===== config.mk =====
export PLATFORM = sky130hd
export DESIGN_NAME = pipelined_adder_flat
export DESIGN_NICKNAME = d
export VERILOG_FILES = /design/src/rtl/pipelined_adder_if.sv /design/src/rtl/pipelined_adder.sv /design/src/flat_wrapper.sv
export SDC_FILE = /design/constraint.sdc
export NUM_CORES = 1
export LEC_CHECK = 0
export BUFFER_PORTS_ARGS = -buffer_cell sky130_fd_sc_hd__buf_2
export CELL_PAD_IN_SITES_DETAIL_PLACEMENT = 1
export CELL_PAD_IN_SITES_GLOBAL_PLACEMENT = 2
export CORE_ASPECT_RATIO = 0.8
export CORE_MARGIN = 3
export CORE_UTILIZATION = 35
export CTS_CLUSTER_SIZE = 10
export DETAILED_ROUTE_END_ITERATION = 16
export PLACE_DENSITY_LB_ADDON = 0.3
export SYNTH_ARGS = -nofsm -noshare
export SYNTH_HDL_FRONTEND = slang
export SYNTH_SLANG_ARGS = --single-unit

===== constraint.sdc =====
create_clock -name clk -period 2.1 [get_ports clk]
set_input_delay 0.63 -clock clk [delete_from_list [all_inputs] [get_ports clk]]
set_output_delay 0.63 -clock clk [all_outputs]
set_load 0.02 [all_outputs]

===== src/rtl/pipelined_adder_if.sv =====
`default_nettype none
// ============================================================================
// Module      : pipelined_adder_if
// Description : Valid/ready stream bundle for the pipelined adder. The input
//               leg carries operands and carry-in, the output leg carries the
//               sum with its carry and overflow flags.
// Revision    : 1.0 - initial release
// ============================================================================
interface pipelined_adder_if #(
    parameter int Width = 16
);
    logic             in_valid;
    logic             in_ready;
    logic [Width-1:0] a;
    logic [Width-1:0] b;
    logic             c_in;
    logic             out_valid;
    logic             out_ready;
    logic [Width-1:0] sum;
    logic             c_out;
    logic             overflow;

    // Producer/consumer side: drives operands and downstream ready
    modport master (
        output in_valid, a, b, c_in, out_ready,
        input  in_ready, out_valid, sum, c_out, overflow
    );

    // Adder side
    modport slave (
        input  in_valid, a, b, c_in, out_ready,
        output in_ready, out_valid, sum, c_out, overflow
    );
endinterface
`default_nettype wire


===== src/rtl/pipelined_adder.sv =====
`default_nettype none
// ============================================================================
// Module      : pipelined_adder
// Description : Segmented carry-ripple adder. Each Width/Stages slice is added
//               in its own stage with the carry registered between stages.
//               Operand slices are skewed in, sum slices deskewed out, so one
//               transaction emerges whole after Stages cycles. A single global
//               advance enable implements valid/ready backpressure.
// Revision    : 1.0 - initial release
// ============================================================================
module pipelined_adder #(
    parameter int Width  = 16,
    parameter int Stages = 4
) (
    input  wire logic         clk,
    input  wire logic         rst_n,
    pipelined_adder_if.slave  bus
);

    localparam int c_SEG_W = Width / Stages;

    if (Width < 1 || Stages < 1 || Stages > Width || (Width % Stages) != 0) begin : g_bad_params
        $error("pipelined_adder: need 1 <= Stages <= Width and Width divisible by Stages");
    end

    logic             w_adv;
    logic [Stages-1:0] w_vld;
    logic [Stages-1:0] w_cy;
    logic [Width-1:0]  w_sum;
    logic              w_c_msb;

    // Whole pipe moves together whenever the output slot is free or draining
    assign w_adv        = !w_vld[Stages-1] || bus.out_ready;
    assign bus.in_ready = w_adv;
    assign bus.out_valid = w_vld[Stages-1];
    assign bus.sum       = w_sum;
    assign bus.c_out     = w_cy[Stages-1];
    assign bus.overflow  = w_c_msb ^ w_cy[Stages-1];

    for (genvar k = 0; k < Stages; k++) begin : g_seg
        localparam int c_DSK = Stages - 1 - k;

        logic [c_SEG_W-1:0] w_a_use;
        logic [c_SEG_W-1:0] w_b_use;
        logic               w_cin_use;
        logic               w_vin;
        logic [c_SEG_W:0]   w_seg;

        logic [c_SEG_W-1:0] r_sg;
        logic               r_cy;
        logic               r_vld;

        if (k == 0) begin : g_first
            assign w_a_use   = bus.a[c_SEG_W-1:0];
            assign w_b_use   = bus.b[c_SEG_W-1:0];
            assign w_cin_use = bus.c_in;
            assign w_vin     = bus.in_valid;
        end else begin : g_skew
            logic [c_SEG_W-1:0] r_a_dly [k];
            logic [c_SEG_W-1:0] r_b_dly [k];

            // Delay operand slice k by k registers so it meets its carry
            always_ff @(posedge clk or negedge rst_n) begin
                if (!rst_n) begin
                    for (int j = 0; j < k; j++) begin
                        r_a_dly[j] <= '0;
                        r_b_dly[j] <= '0;
                    end
                end else if (w_adv) begin
                    r_a_dly[0] <= bus.a[k*c_SEG_W +: c_SEG_W];
                    r_b_dly[0] <= bus.b[k*c_SEG_W +: c_SEG_W];
                    for (int j = 1; j < k; j++) begin
                        r_a_dly[j] <= r_a_dly[j-1];
                        r_b_dly[j] <= r_b_dly[j-1];
                    end
                end
            end

            assign w_a_use   = r_a_dly[k-1];
            assign w_b_use   = r_b_dly[k-1];
            assign w_cin_use = w_cy[k-1];
            assign w_vin     = w_vld[k-1];
        end

        assign w_seg = {1'b0, w_a_use} + {1'b0, w_b_use} + {{c_SEG_W{1'b0}}, w_cin_use};

        // Stage register: slice sum, carry to the next stage, valid bit
        always_ff @(posedge clk or negedge rst_n) begin
            if (!rst_n) begin
                r_sg  <= '0;
                r_cy  <= 1'b0;
                r_vld <= 1'b0;
            end else if (w_adv) begin
                r_sg  <= w_seg[c_SEG_W-1:0];
                r_cy  <= w_seg[c_SEG_W];
                r_vld <= w_vin;
            end
        end

        assign w_cy[k]  = r_cy;
        assign w_vld[k] = r_vld;

        if (c_DSK == 0) begin : g_nodsk
            assign w_sum[k*c_SEG_W +: c_SEG_W] = r_sg;
        end else begin : g_dsk
            logic [c_SEG_W-1:0] r_dk [c_DSK];

            // Hold slice k back so it lines up with the last slice
            always_ff @(posedge clk or negedge rst_n) begin
                if (!rst_n) begin
                    for (int j = 0; j < c_DSK; j++) begin
                        r_dk[j] <= '0;
                    end
                end else if (w_adv) begin
                    r_dk[0] <= r_sg;
                    for (int j = 1; j < c_DSK; j++) begin
                        r_dk[j] <= r_dk[j-1];
                    end
                end
            end

            assign w_sum[k*c_SEG_W +: c_SEG_W] = r_dk[c_DSK-1];
        end

        if (k == Stages - 1) begin : g_msb
            logic r_c_msb;

            // Carry into the MSB recovered as sum ^ a ^ b at that bit
            always_ff @(posedge clk or negedge rst_n) begin
                if (!rst_n) begin
                    r_c_msb <= 1'b0;
                end else if (w_adv) begin
                    r_c_msb <= w_seg[c_SEG_W-1] ^ w_a_use[c_SEG_W-1] ^ w_b_use[c_SEG_W-1];
                end
            end

            assign w_c_msb = r_c_msb;
        end
    end

endmodule
`default_nettype wire


===== src/flat_wrapper.sv =====
// flat-port wrapper written by rule: the top's interface ports become plain ports
module pipelined_adder_flat 
#(
    parameter int Width  = 16,
    parameter int Stages = 4
)
  (clk, rst_n, bus_in_valid, bus_a, bus_b, bus_c_in, bus_out_ready, bus_in_ready, bus_out_valid, bus_sum, bus_c_out, bus_overflow);
  pipelined_adder_if #(.Width(Width)) bus_i ();
  input  wire logic clk;
  input  wire logic rst_n;
  input wire logic [$bits(bus_i.in_valid)-1:0] bus_in_valid;
  input wire logic [$bits(bus_i.a)-1:0] bus_a;
  input wire logic [$bits(bus_i.b)-1:0] bus_b;
  input wire logic [$bits(bus_i.c_in)-1:0] bus_c_in;
  input wire logic [$bits(bus_i.out_ready)-1:0] bus_out_ready;
  output wire logic [$bits(bus_i.in_ready)-1:0] bus_in_ready;
  output wire logic [$bits(bus_i.out_valid)-1:0] bus_out_valid;
  output wire logic [$bits(bus_i.sum)-1:0] bus_sum;
  output wire logic [$bits(bus_i.c_out)-1:0] bus_c_out;
  output wire logic [$bits(bus_i.overflow)-1:0] bus_overflow;
  assign bus_i.in_valid = bus_in_valid;
  assign bus_i.a = bus_a;
  assign bus_i.b = bus_b;
  assign bus_i.c_in = bus_c_in;
  assign bus_i.out_ready = bus_out_ready;
  assign bus_in_ready = bus_i.in_ready;
  assign bus_out_valid = bus_i.out_valid;
  assign bus_sum = bus_i.sum;
  assign bus_c_out = bus_i.c_out;
  assign bus_overflow = bus_i.overflow;
  pipelined_adder #(.Width(Width), .Stages(Stages)) u_core (.clk(clk), .rst_n(rst_n), .bus(bus_i));
endmodule

==> results of run 1 <==
==> cell type report <==
type | count | area, µm² | share of cell area, %
inverter | 15 | 58.8 | 1.21
clock inverter | 1 | 30.0 | 0.617
clock buffer | 12 | 236 | 4.86
multi-input combinational | 322 | 1580 | 32.5
timing repair buffer | 60 | 350 | 7.20
sequential | 97 | 2430 | 49.9
tap | 148 | 185 | 3.80
==> flip-flops by register name (all words and copies together), names as in the netlist, 3 cells and up <==
| name | cells |
|---|---|
| u_core.g_seg.g_dsk.r_dk | 16 |
| u_core.g_seg.r_sg | 16 |
| u_core.bus.sum | 8 |
| u_core.g_seg.g_skew.r_b_dly | 16 |
| u_core.g_seg.r_cy | 3 |
| u_core.g_seg.r_vld | 3 |
| u_core.g_seg.w_a_use | 8 |
| u_core.g_seg.w_b_use | 8 |
| u_core.g_seg.g_skew.r_a_dly | 16 |
==> through the flow <==
step | hold WS [ps] | cell area [µm²] | worst slack, ps | power, mW | util (%)
detailed placement | 455 | 4600 | 45.3 | 5.97 | 39.4
floorplan | 334 | 4240 | 230 | 5.23 | -
CTS | 160 | 4870 | 267 | 7.58 | 41.6
global route | 178 | 4870 | 182 | 8.13 | 41.6
finish | 169 | 4870 | 261 | 7.43 | 41.6
global placement | 445 | 4600 | 96.0 | 5.85 | 39.4
==> kinds of logic (layout without fill, tap and decap cells) <==
family                   count (synthesis)  in the layout
AND/OR/NAND/NOR                        258            258
flip-flops                              97             97
buffers and inverters                   44             88
AO/OA/AOI/OAI                           35             35
adder cells (fa/ha/maj)                 20             20
XOR/XNOR                                 9              9
==> cells in the final DEF, fill, tap and decap left out <==
| cell type | Yosys | layout |
|---|---|---|
| inv_1 | 14 | 14 |
| buf_2 | 13 | 55 |
| fa_1 | 8 | 8 |
| nor3_2 | 1 | 1 |
| a21oi_1 | 15 | 15 |
| buf_12 | 0 | 3 |
| nor2b_4 | 0 | 1 |
| inv_4 | 1 | 1 |
| dfrtp_1 | 97 | 97 |
| nand2b_1 | 1 | 1 |
| nand2_1 | 235 | 235 |
| xnor2_1 | 3 | 3 |
| o21ai_1 | 9 | 9 |
| ha_1 | 12 | 12 |
| nor2b_1 | 4 | 4 |
| clkbuf_16 | 0 | 9 |
| xor2_1 | 6 | 6 |
| a21o_1 | 4 | 4 |
| clkbuf_1 | 3 | 3 |
| buf_4 | 11 | 2 |
| nor4b_1 | 1 | 1 |
| bufinv_16 | 0 | 1 |
| o21ai_0 | 6 | 6 |
| nor2_1 | 15 | 15 |
| a21oi_2 | 1 | 1 |
==> power by group through the flow <==
stage          sequential (mW)  clock, mW  combinational, mW
2_1_floorplan             3.20          0               2.03
3_3_place_gp              3.20          0               2.66
3_5_place_dp              3.23          0               2.74
4_1_cts                   3.20       1.61               2.77
5_1_grt                   3.30       1.69               3.13
6_report                  3.18       1.56               2.68
==> worst register-to-register path: stages, from the launching register on <==
cell     delay [ps]
dfrtp_1         400
fa_1            460
fa_1            410
a21o_1          190
a21oi_1         140
a21oi_1          80
==> path summary, 6_finish.rpt <==
kind                            cells after the start                       start  slack (ps)                                end
max in group asynchronous                           2                       rst_n        1330  u_core.g_seg[1].g_skew.r_b_dly[0]
min in group clk                                    2           u_core.bus.sum[2]         460                  u_core.bus.sum[2]
worst min register to register                      2           u_core.bus.sum[2]         460                  u_core.bus.sum[2]
worst max-delay path                                5  u_core.g_seg[3].w_b_use[0]         260                   u_core.bus.c_out
worst max register to register                      5  u_core.g_seg[3].w_b_use[0]         260                   u_core.bus.c_out
worst min-delay path                                1                       rst_n         170      u_core.g_seg[0].g_dsk.r_dk[6]
==> layer usage <==
layer / GRT usage [%] / wire, µm / up-vias
met2: 20.7 / 3780 / 47
met1: 20.2 / 4490 / 1452
met5: 0 / 0 / -
met3: 4.00 / 332 / 8
met4: 4.27 / 107 / 0
li1: - / - / 1485
==> flow_summary.ini, run 1 <==
[outcome]
status = finished clean

[placement]
io_buffers = 56
gp_congestion = 0.759
dp_hpwl_um = 5720
dp.cells = 642

[synthesis]
syn_avg_cell_area_um2 = 9.16
async_flop_share_pct = 100
yosys.area_share.xor_xnor_pct = 1.86
yosysTopAreaCellShare_pct = 57.2
netlist_area_um2 = 4240
synth_edf_count = 0
synth.top_cells.by_area = dfrtp_1, nand2_1, fa_1
synth_most_common_cell = nand2_1
muxShareOfSynthArea_pct = 0
synth_adder_area_share_pct = 7.31
synth_largest_area_cell = dfrtp_1
synthesis.instances = 463
synthDistinctLibCells = 23
synth-simple-area-share_pct = 23.5
synth-seq-cells = 97
ys_warn_count = 0
synthFlopType = dfrtp_1
synth_top_family_by_area = simple AND/OR/NAND/NOR gates
yosysSeqAreaShare_pct = 57.2
syn_nets = 520
synth_commonest_cells = nand2_1, dfrtp_1, a21oi_1, nor2_1, inv_1
synth_compound_area_share_pct = 4.45

[critical_path]
worst-path-buf-inv = 0
crit_type = flip-flop to flip-flop
cp_data_arrival_time_ps = 2030
crit_chain = fa_1 -> fa_1 -> a21o_1 -> a21oi_1 -> a21oi_1
worstPathMaxFanout = 2
crit_slowest_cell = fa_1
worst_setup_path_end_kind = flip-flop
critPathTopFamily = adder cells
slowest_delay_ps = 460
crit_path_start_kind = flip-flop
required_ps = 2290

[sta]
rsz0062_at_grt = false
max_clock_freq_mhz = 544
fin_crit_sh_pct = 87.6
hold_violations = 0
drv_slew = 0
clock-skew-final_ps = 7.21
setup_tns_ps = 0
setup_viol = 0
min_period_ps = 1840
relSlewSlack_pct = 70.5
tightest_slew_ps = 443

[global_routing]
grt_overflow = 0
track_usage_pct = 14.1
grt_pass1_vias = 3121
grt_pass1_wl_um = 15200
grt_max_degree = 108
antenna_found_initial = 0

[final_layout]
layout.cells.non_filler = 655
area_growth_pct = 14.7
nNetsFinal = 562
drive_gt1_share_pct = 14.6
antenna_cells = 0
fillers = 1369

[power_and_ir_drop]
comb_power_share_pct = 36.1
p_sw_share_pct = 37.3
peakVddDrop_v = 0.000645
p_leak_nw = 2.61
p_sw_mw = 2.77
internal-power_mw = 4.66
p_per_area_nw_per_um2 = 1530
seqPwrFrac_pct = 42.9
p_clk_share_pct = 21.0

[drt]
routed_wl_um = 8710
via_count = 2992
drc_errors = 0
dr.pass1.iters = 4
vias_per_cell = 4.57
drtIter0Drc = 202
ant_nets = 0
wl_per_cell_um = 13.3

[floorplanning]
dieHeight_um = 104
die_w_um = 129
pin_count = 57
num_rows = 35
start_util_pct = 36.3
dieArea_um2 = 13500
coreArea_um2 = 11700

[clock_network]
clk_latency_ps = 340
cts_tree = built
cts-resized-gates = 0
cts_setup_buffers = 0
cts_sinks = 97
numCtsBuffers = 9
postCtsHoldBufs = 0
root_buffer = clkbuf_16
clk_pin_slew_worst_paths_ps = 60
clockBufferDepth = 2
htree_num_levels = 3

[min_path]
min_path_type = input port to async pin

[job]
maxCapViolCount = 0
(Power assumes the default switching activity.)
==> run 2, diff against run 1 <==
--- a/config.mk
+++ b/config.mk
@@ -15,3 +15,4 @@
 export DETAILED_ROUTE_END_ITERATION = 16
-export PLACE_DENSITY_LB_ADDON = 0.3
+export PLACE_DENSITY = 0.79
+export SKIP_LAST_GASP = 1
 export SYNTH_ARGS = -nofsm -noshare
--- a/constraint.sdc
+++ b/constraint.sdc
@@ -3,2 +3,2 @@
 set_output_delay 0.63 -clock clk [all_outputs]
-set_load 0.02 [all_outputs]
+set_load 0.1 [all_outputs]
==> flow_summary.ini, run 2 (synthesis gave the netlist of run 1 again) <==
[final_layout]
fillers = 1359
layout_commonest_cell = nand2_1
final_area_um2 = 4950
area_growth_pct = 16.6
drive_gt1_share_pct = 16.2
utilization_pct = 42.3
antenna_cells = 0
layout_common_cells = nand2_1, dfrtp_1, buf_2
nNetsFinal = 563
layout.cells.non_filler = 659

[clock_network]
numCtsBuffers = 9
clockBufferDepth = 2
root_buffer = clkbuf_16
cts_sinks = 97
clk_pin_slew_worst_paths_ps = 60
htree_num_levels = 3
postCtsHoldBufs = 0
cts_tree = built
clk_latency_ps = 340

[drt]
drc_errors = 0
vias_per_cell = 4.57
wl_per_cell_um = 13.9
ant_nets = 0
drtIter0Drc = 158
dr.pass1.iters = 4
routed_wl_um = 9180
via_count = 3013

[floorplanning]
die_w_um = 129
start_util_pct = 36.3
pin_count = 57
num_rows = 35
coreArea_um2 = 11700
dieHeight_um = 104
dieArea_um2 = 13500

[sta]
tightest_slew_ps = 496
relSlewSlack_pct = 67.1
clock-skew-final_ps = 8.54
setup_viol = 0
hold_violations = 0
min_period_ps = 1930
fin_crit_sh_pct = 92.0
rsz0062_at_grt = false
drv_slew = 0
max_clock_freq_mhz = 517
setup_tns_ps = 0

[power_and_ir_drop]
peakVddDrop_v = 0.000937
p_leak_nw = 2.64
p_per_area_nw_per_um2 = 1780
power.total_mw = 8.78

[global_routing]
track_usage_pct = 15.2
grt_pass1_wl_um = 16400
grt_pass1_vias = 3341
grt_max_degree = 108
antenna_found_initial = 0
grt_overflow = 0

[critical_path]
cp_data_arrival_time_ps = 1300
worst_setup_path_end_kind = output port
crit_type = flip-flop to output port
crit_slowest_cell = dfrtp_2
worst-path-buf-inv = 1
required_ps = 1470
crit_path_start_kind = flip-flop
worstPathMaxFanout = 3
crit_chain = xor2_4 -> clkbuf_4
slowest_delay_ps = 460
critPathTopFamily = flip-flops

[min_path]
min_path_type = input port to async pin

[placement]
dp_hpwl_um = 6120
dp.cells = 643
gp_congestion = 0.751
io_buffers = 56
placed_area_um2 = 4660

[outcome]
status = finished clean

[job]
maxCapViolCount = 0
run 2: cell count changes in the layout (fill, tap and decap cells not counted), moves of 2 or more:
cell	delta
clkbuf_1	-2
clkinv_2	+4
buf_2	-2
buf_12	+2
dfrtp_2	+2
dfrtp_1	-2
run 2: worst paths after layout:
path | from | to | slack [ps] | cells after the start
min in group clk | u_core.g_seg[3].g_skew.r_a_dly[11] | u_core.g_seg[3].g_skew.r_a_dly[11] | 470 | 2
hold / removal | rst_n | u_core.bus.sum[2] | 240 | 1
max in group asynchronous | rst_n | u_core.bus.out_valid | 1270 | 2
hold reg to reg | u_core.g_seg[3].g_skew.r_a_dly[11] | u_core.g_seg[3].g_skew.r_a_dly[11] | 470 | 2
setup / recovery | u_core.bus.c_out | bus_overflow | 170 | 2
setup reg to reg | u_core.g_seg[3].w_b_use[0] | u_core.bus.c_out | 260 | 5
run 2: power breakdown:
part	total [mW]	switching [mW]	leakage (nW)	internal (mW)
Combinational	3.97	2.87	1.34	1.10
Sequential	3.21	0.511	1.16	2.70
Clock	1.61	0.691	0.146	0.917
Total	8.78	4.07	2.64	4.71
run 2: metal layers:
layer / wire length [µm] / up-vias / global-route usage (%)
met4: 84 / 0 / 3.82
met3: 367 / 8 / 4.57
met5: 0 / - / 0
met1: 4660 / 1459 / 21.2
li1: - / 1496 / -
met2: 4070 / 50 / 23.0
run 2: repair_timing:
item / CTS / global route
endpoints found under the setup margin: 0 / 1
setup buffers: 0 / 0
gates resized for setup: 0 / 1
run 2: area by class of cell:
type,count,area (µm²),share of cell area [%]
clock buffers,10,229,4.63
clock inverters,6,58.8,1.19
inverters,15,58.8,1.19
multi-input cells,322,1600,32.3
flip-flops and latches,97,2430,49.1
well taps,148,185,3.74
repair buffers,61,388,7.84
run 2: through the flow:
stage	worst slack (ps)	hold slack, ps
floorplan	121	334
global placement	99.8	445
detailed placement	11.2	455
CTS	38.0	248
global route	91.6	256
finish	167	242
